$ cat src/rtl/hit_acc_pkg.sv
// Shared defaults and FSM encoding for the hit accumulator.
package hit_acc_pkg;

  localparam int LU_BUS_SZ    = 4;
  localparam int CANDIDATE_SZ = 16;
  localparam int LEN_SZ       = 8;

  typedef enum logic [1:0] {
    ST_IDLE = 2'd0,
    ST_ACC  = 2'd1,
    ST_DONE = 2'd2
  } state_t;

endpackage

$ cat src/rtl/hit_acc_popcnt.sv
// hit_popcnt: combinational population count of one lookup beat.
module hit_popcnt #(
  parameter int LU_W = 4
) (
  input  logic [LU_W-1:0]              hit,
  output logic [$clog2(LU_W + 1)-1:0]  cnt
);

  localparam int CW = $clog2(LU_W + 1);

  always_comb begin
    cnt = '0;
    for (int i = 0; i < LU_W; i++) begin
      cnt = cnt + CW'(hit[i]);
    end
  end

endmodule

$ cat src/rtl/hit_acc.sv
// Hit accumulator: sums popcounts over a set of len_i beats and hands the total off.
// Define HIT_ACC_SAT_EN to saturate at all-ones with a sticky ovf_o; otherwise it wraps.
module hit_acc
  import hit_acc_pkg::*;
#(
  parameter int LU_W   = LU_BUS_SZ,
  parameter int CAND_W = CANDIDATE_SZ,
  parameter int LEN_W  = LEN_SZ
) (
  input  logic              clk_i,
  input  logic              rst_i,
  input  logic              start_i,
  input  logic [LEN_W-1:0]  len_i,
  input  logic              abort_i,
  input  logic              hit_valid_i,
  input  logic [LU_W-1:0]   hit_i,
  output logic              hit_ready_o,
  output logic              cand_valid_o,
  input  logic              cand_ready_i,
  output logic [CAND_W-1:0] candidate_o,
  output logic              busy_o,
  output logic              ovf_o
);

  localparam int PC_W = $clog2(LU_W + 1);

  if (CAND_W < PC_W) begin : g_width_check
    $error("hit_acc: CAND_W cannot hold the popcount of LU_W bits");
  end

  state_t            state;
  logic [CAND_W-1:0] acc;
  logic [CAND_W-1:0] acc_next;
  logic [LEN_W-1:0]  remain;
  logic [PC_W-1:0]   pc;
  logic              accept;

  hit_popcnt #(.LU_W(LU_W)) u_popcnt (
    .hit (hit_i),
    .cnt (pc)
  );

  assign accept = hit_valid_i && (state == ST_ACC);

`ifdef HIT_ACC_SAT_EN
  logic [CAND_W:0] sum;
  logic            ovf;

  // The extra carry bit tells us the add ran past all-ones.
  assign sum      = {1'b0, acc} + (CAND_W + 1)'(pc);
  assign acc_next = sum[CAND_W] ? '1 : sum[CAND_W-1:0];
  assign ovf_o    = ovf;

  always_ff @(posedge clk_i or negedge rst_i) begin
    if (!rst_i) begin
      ovf <= 1'b0;
    end else if (abort_i || (state == ST_IDLE && start_i)) begin
      ovf <= 1'b0;
    end else if (accept && sum[CAND_W]) begin
      ovf <= 1'b1;
    end
  end
`else
  assign acc_next = acc + CAND_W'(pc);
  assign ovf_o    = 1'b0;
`endif

  always_ff @(posedge clk_i or negedge rst_i) begin
    if (!rst_i) begin
      state  <= ST_IDLE;
      acc    <= '0;
      remain <= '0;
    end else if (abort_i) begin
      state  <= ST_IDLE;
      acc    <= '0;
      remain <= '0;
    end else begin
      case (state)
        ST_IDLE: begin
          if (start_i) begin
            acc    <= '0;
            remain <= len_i;
            state  <= (len_i == '0) ? ST_DONE : ST_ACC;
          end
        end
        ST_ACC: begin
          if (accept) begin
            acc    <= acc_next;
            remain <= remain - LEN_W'(1);
            if (remain == LEN_W'(1)) begin
              state <= ST_DONE;
            end
          end
        end
        ST_DONE: begin
          if (cand_ready_i) begin
            state <= ST_IDLE;
          end
        end
        default: state <= ST_IDLE;
      endcase
    end
  end

  // Status outputs decode straight from the state flop, so they carry no input paths.
  assign hit_ready_o  = (state == ST_ACC);
  assign cand_valid_o = (state == ST_DONE);
  assign busy_o       = (state != ST_IDLE);
  assign candidate_o  = acc;

endmodule
$ cat config.mk
export PLATFORM = sky130hd
export DESIGN_NAME = hit_acc
export DESIGN_NICKNAME = d
export VERILOG_FILES = /design/src/rtl/hit_acc_pkg.sv /design/src/rtl/hit_acc_popcnt.sv /design/src/rtl/hit_acc.sv
export SDC_FILE = /design/constraint.sdc
export NUM_CORES = 1
export LEC_CHECK = 0
export CORE_ASPECT_RATIO = 1.5
export CORE_MARGIN = 2
export CORE_UTILIZATION = 50
export CTS_CLUSTER_DIAMETER = 80
export DETAILED_ROUTE_END_ITERATION = 7
export PLACE_DENSITY = 0.79
export REMOVE_ABC_BUFFERS = 1
export SLEW_MARGIN = 20
export SYNTH_ARGS = -nofsm -noshare
export SYNTH_HDL_FRONTEND = slang
export SYNTH_HIERARCHICAL = 1
export SYNTH_SLANG_ARGS = --single-unit
$ cat constraint.sdc
create_clock -name clk_i -period 2.9 [get_ports clk_i]
set_input_delay 0.58 -clock clk_i [delete_from_list [all_inputs] [get_ports clk_i]]
set_output_delay 0.58 -clock clk_i [all_outputs]
set_load 0.03 [all_outputs]
Word-level counts from Yosys, hierarchy flattened
Index checks and enable logic that the tools add are counted.
Word-level totals
  flip-flop bits (word level): 26
  latch bits: 0
  RAM bits: 0
  bits in read-only memories: 0
  output and inout bits: 20
  memories kept: 0
Cells by class
  add/sub/neg operators: 5
  $mul: 0
  divide/modulo/power cells: 0
  $lt $le $gt $ge: 0
  equal/unequal tests: 7
  shift operators: 0
  multiplexer cells: 15
  bitwise logic cells: 0
  reductions and logical operators: 7
Operators with widths (count)
  $mux 16: 3
  $pmux 16 s2: 1
  $mux 8: 3
  $add 16x3->16: 1
  $pmux 8 s2: 1
  $mux 2: 6
  $ne 3x2->1 const B: 3
  $eq 8x1->1 const B: 1
  $logic_not 8->1: 1
  $sub 8x1->8 const B: 1
  $add 3x1->3: 2
  $pmux 2 s3: 1
  $reduce_and 4->1: 1
  $ne 3x3->1 const B: 1
  $reduce_and 3->1: 1
  $reduce_bool 3->1: 1
  $add 1x1->2: 1
  $eq 2x1->1 const B: 1
  $eq 2x2->1 const B: 1
  $logic_not 2->1: 1
  $reduce_bool 2->1: 1
  $logic_and 1x1->1: 1

Logic depth before layout (Yosys ltp)
Gate-level depths: netlist of run 1.
  depth after elaboration: 7
  gate-level depth with buffers: 11
  gate-level depth less buffers: 11

By module
The synthesis of run 1 kept the hierarchy.
Modules (own cells, without submodules)
  hit_acc: instances 1, cells each 193, area an instance 1666.6 µm²
  hit_popcnt: instances 1, cells each 8, area an instance 63.8 µm²

Worst setup path after synthesis of run 1
OpenSTA, ideal clock, no wires.
  path kind: input-to-reg
  start: input port hit_i[0]
  end: register acc[14], in the netlist candidate_o[14]
  library setup time: 82 ps
  arrival: 3169 ps
  path slack: -351 ps
  stages: 11
  cells stage by stage: inv_1 > fa_1 > inv_1 > ha_1 > ha_1 > inv_1 > fa_1 > nand2b_1 > a211o_1 > or4b_1 > a31oi_1
On the way
  word-level cells in the longest chain between the ends: 7
Ends and longest elaborated chain
  start, declared: line hit_acc.sv:16  | input logic [LU_W-1:0] hit_i,
  $add 1x1->2: line hit_acc_popcnt.sv:14  | cnt = cnt + CW'(hit[i]);
  $add 3x1->3 (2 in a row): line hit_acc_popcnt.sv:14
  named net pc[1]: line hit_acc.sv:35  | logic [PC_W-1:0] pc;
  $add 16x3->16: line hit_acc.sv:64  | assign acc_next = acc + CAND_W'(pc);
  $mux 16: line hit_acc.sv:87  | if (accept) begin
  $pmux 16 s2: line hit_acc.sv:78  | case (state)
  $mux 16: line hit_acc.sv:73  | end else if (abort_i) begin
  end signal, assigned: line hit_acc.sv:88  | acc <= acc_next;
  end, declared: line hit_acc.sv:32  | logic [CAND_W-1:0] acc;
The timed path passes the listed nets, and every way through them passes these cells. The select of a mux whose other input is x is not followed.
A chain may end at the register's enable or synchronous reset.

Worst setup path in the final report of run 1
  start: input port hit_i[3]
  end: register acc[14], in the netlist candidate_o[14]
On the way
  word-level cells in the longest chain between the ends: 5
Ends and longest elaborated chain (line)
  $add 3x1->3: hit_acc_popcnt.sv:14
  named net pc[1]: hit_acc.sv:35
  $add 16x3->16: hit_acc.sv:64
  $mux 16: hit_acc.sv:87
  $pmux 16 s2: hit_acc.sv:78
  $mux 16: hit_acc.sv:73
The timed path passes the listed nets, and every way through them passes these cells. The select of a mux whose other input is x is not followed.

==> results.txt, run 1 <==
The initial core utilization is roughly half. The proportion of synthesized flip-flops having asynchronous set or reset is 100%. The path class of the lowest-slack min-delay path is flip-flop to flip-flop. Setup repair after global routing could not meet its margin everywhere. The sequential cell area in the final layout is approximately 650 um2. The minimum setup slack in the final design is -0.0480 ns. Timing would allow up to 339 MHz.

Counting stages on the worst path, the most repeated cell is sky130_fd_sc_hd__inv_2. Counting instances in the post-synthesis netlist gives the leading cell types as sky130_fd_sc_hd__dfrtp_1, sky130_fd_sc_hd__a21oi_1, sky130_fd_sc_hd__inv_1, sky130_fd_sc_hd__nand2_1. The first global-routing pass estimated about 7100 um of wire. Fill cells in the final layout number between 200 and 300. The number of nets at the end of the flow is 268. STA classifies the critical path endpoint as a flip-flop. The summed area of non-filler cells in the final layout is between 2000 and 2500 um2. The number of global-route vias before repair was 1606. The detailed router finished its first iteration with 26 violations. The total count of hold-check failures in the final report is 0. Sequential elements use 37.6% of the synthesized area.

The overall fraction of global-route tracks in use is 23.3%. The placed standard-cell area came out at around 2200 um2. For this run the aggregate overflow at the end of global routing stands at 0.

The proportion of netlist area held by the largest area contributor came out at between 30 and 40%. The average cell area after synthesis came out at between 8 and 9 um2. The number of primary I/O pins came out at 38. The count of mapped cells out of synthesis is 201. The total die area came out at about 4000 um2. The Yosys warning count is 6. Counting the buffers created by CTS gives 3. After synthesis, the cell types taking the most area are sky130_fd_sc_hd__dfrtp_1, sky130_fd_sc_hd__a21oi_1, sky130_fd_sc_hd__ha_1.

The final RePlAce weighted congestion came out at ~0.88. The via density per instance came out at 5.90. The HPWL after detailed placement came out at ~3000 um. The static leakage came out at around 0.92 nW. After floorplanning, the core was divided into 26 placement rows. After synthesis the netlist holds a flip-flop and latch count of 26.

The multi-input logic area came out at roughly 1100 um2. The worst slack at placement came out at -0.941 ns. For the worst setup path, the data arrival time is around 3.2 ns. The die is approximately 52 um wide. The critical path goes through buf_6 -> inv_2 -> fa_1 -> inv_2 -> ha_4 -> ha_4 -> inv_2 -> fa_2 -> nand2b_4 -> a211o_1 -> or4b_1 -> a31oi_1. The count of buffers inserted at the top-level ports came out at 36. After clock tree synthesis, the flow added hold-fix buffers numbering 0. The final count of pins violating max slew is 0. For the worst-skew pair, the clock arrives at the later sink with an insertion delay of between 0.2 and 0.3 ns. At the worst endpoint, the required time is between 3 and 4 ns.

The distinct cell type count of the synthesized netlist came out at between 40 and 50. The iteration count of the initial detailed-routing pass is 5. The checks that failed: setup timing. For this design the ratio of total power to cell area is roughly 420 nW/um2. The run finished, with violations left. The number of levels the H-tree was split into is 1. Of the available clock period, the critical path in the final layout requires 102%. In the post-synthesis netlist, the cell with the most instances is sky130_fd_sc_hd__dfrtp_1. The minimum period implied by the final worst setup slack is 2.95 ns. The count of buffer and inverter cells on the critical path came out at 4. The die is between 70 and 80 um tall. The largest net degree at the start of global routing is 27.

Summing every instance area after synthesis gives ~1700 um2. The count of final setup violators came out at 1. The number of antenna diodes is 0.

The dominant synthesized flop cell is sky130_fd_sc_hd__dfrtp_1. The worst-case clock skew came out at 0.00549 ns. In the final routed layout, each cell accounts on average for between 10 and 15 um.

The clock edge transition at the registers on the reported setup and hold paths came out at approximately 0.1 ns. The growth of design area from synthesis to finish is 35.4%. The peak fanout along the critical path is 4. The peak supply drop came out at 362 uV. The floorplan step defined a core boundary enclosing between 3000 and 4000 um2.

The TritonCTS clock tree is built. Broken down by cell family, the worst path's largest delay share belongs to adder cells. Summed over all instances, the cell type with the most area after synthesis is sky130_fd_sc_hd__dfrtp_1. Counting every sink on the clock net gives 26. The cell chosen for the clock root is sky130_fd_sc_hd__clkbuf_8. The number of antenna violations at the first check in global routing came to 0.

The number of synthesized flops with an enable pin came out at 0. The share of final-layout standard cells stronger than drive strength 1 came out at about 17%. The worst setup path is launched from an input pin. The maximum cell stage delay along the critical path is 0.55 ns. The deepest clock path buffer count is 2.

The worst setup path is of the input pin to flip-flop kind. Max-cap violations in this run came to 0. The total number of vias is roughly 1700.

The post-detailed-routing wire length came out at 4090 um. For this design, the slowest cell found on the critical path is sky130_fd_sc_hd__fa_1. Once detail routing completed, the nets flagged for antenna violations numbered 0. The post-detailed-route DRC marker count is 0.
==> final timing paths <==
path                            depth (start not counted)  slack [ns]            start               to
max in group asynchronous                               2        1.97            rst_i  candidate_o[14]
worst min register to register                          2        0.56  candidate_o[15]  candidate_o[15]
min in group asynchronous                               2        0.67            rst_i   candidate_o[6]
worst max register to register                          7        0.76   candidate_o[0]  candidate_o[14]
worst max-delay path                                   12       -0.05         hit_i[3]  candidate_o[14]
worst min-delay path                                    2        0.56  candidate_o[15]  candidate_o[15]
==> metrics by stage <==
| step | hold WS [ns] | TNS, ns | power, W | cells | util [%] |
|---|---|---|---|---|---|
| floorplan | 0.284 | -1.28 | 0.000561 | 189 | - |
| global placement | 0.540 | -8.81 | 0.000657 | 277 | 64.7 |
| detailed placement | 0.550 | -9.66 | 0.000663 | 277 | 64.7 |
| CTS | 0.563 | -0.0320 | 0.000981 | 282 | 68.2 |
| global route | 0.612 | -0.274 | 0.00103 | 282 | 69.9 |
| finish | 0.557 | -0.0480 | 0.000979 | 282 | 69.9 |
==> per-layer routing <==
metal | vias to the layer above | track usage [%] | wire length [um] | share of wire [%]
li1 | 807 | - | - | -
met1 | 796 | 26.9 | 1600 | 39
met2 | 53 | 41.4 | 2250 | 55
met3 | 8 | 3.33 | 165 | 4.0
met4 | 0 | 9.21 | 78 | 1.9
met5 | - | 0 | 0 | 0
==> where the power goes <==
part | switching (W) | total, W | internal [W]
combinational | 0.000146 | 0.000267 | 0.000121
clock | 0.000121 | 0.000306 | 0.000185
sequential | 0.0000262 | 0.000406 | 0.000380
total | 0.000293 | 0.000979 | 0.000686
==> final cells by class <==
type	instances	share of cell area, %
Clock inverter	1	1.28
Inverter	15	2.40
Tap cell	42	2.24
Multi-Input combinational cell	148	46.0
Clock buffer	3	1.76
Timing Repair Buffer	47	18.5
Sequential cell	26	27.8
==> worst min-delay path: stages (launching register included) <==
cell and delay [ns]:
sky130_fd_sc_hd__dfrtp_1 0.41, sky130_fd_sc_hd__nand2_1 0.06, sky130_fd_sc_hd__mux2i_1 0.06
==> sequential cells by signal (all words and copies together), names as in the netlist <==
signal and cells:
remain 8, state 2, candidate_o 16
==> cells in the final DEF (no fill, tap or decap), types with 3 or more instances in the layout <==
master | netlist | final
sky130_fd_sc_hd__clkdlybuf4s50_1 | 0 | 33
sky130_fd_sc_hd__dfrtp_1 | 26 | 26
sky130_fd_sc_hd__a21oi_1 | 22 | 19
sky130_fd_sc_hd__nand2_1 | 14 | 14
sky130_fd_sc_hd__nor2_1 | 11 | 11
sky130_fd_sc_hd__o21ai_0 | 11 | 11
sky130_fd_sc_hd__buf_4 | 1 | 11
sky130_fd_sc_hd__inv_1 | 14 | 9
sky130_fd_sc_hd__nand3_1 | 6 | 6
sky130_fd_sc_hd__o31ai_1 | 7 | 6
sky130_fd_sc_hd__or4_1 | 7 | 6
sky130_fd_sc_hd__inv_2 | 0 | 5
sky130_fd_sc_hd__mux2i_1 | 5 | 5
sky130_fd_sc_hd__nand2b_1 | 5 | 4
sky130_fd_sc_hd__or3_1 | 4 | 4
sky130_fd_sc_hd__nor3_1 | 4 | 4
sky130_fd_sc_hd__and2_1 | 3 | 4
sky130_fd_sc_hd__ha_4 | 0 | 4
sky130_fd_sc_hd__or2_2 | 3 | 3
sky130_fd_sc_hd__nor3b_1 | 4 | 3
sky130_fd_sc_hd__nor4_1 | 4 | 3
sky130_fd_sc_hd__o21a_1 | 3 | 3
sky130_fd_sc_hd__a21oi_2 | 0 | 3
sky130_fd_sc_hd__ha_1 | 7 | 3
sky130_fd_sc_hd__clkbuf_8 | 0 | 3
==> kinds of logic after synthesis <==
logic type / synth area share, %
DFF: 37.6
adders and majority gates: 7.38
muxes: 2.89
other: 0.217
AOI/OAI and AO/OA: 20.6
buffers and inverters: 6.22
and+or+nand+nor: 25.1
==> timing repair <==
| item | in CTS | in global routing |
|---|---|---|
| pin swaps | 7 | 5 |
| setup endpoints to repair | 13 | 9 |
| buffers inserted | 1 | 0 |
| gates resized for setup | 23 | 11 |
Note: power is estimated with default switching activity, not from simulation.
==> run 2, diff against run 1 <==
--- a/config.mk
+++ b/config.mk
@@ -9,6 +9,7 @@
 export CORE_MARGIN = 2
 export CORE_UTILIZATION = 50
 export CTS_CLUSTER_DIAMETER = 80
+export CTS_CLUSTER_SIZE = 8
 export DETAILED_ROUTE_END_ITERATION = 7
 export PLACE_DENSITY = 0.79
 export REMOVE_ABC_BUFFERS = 1
==> results of run 2 <==
Same layout as run 1: the final DEF is identical, and so are final timing and power.
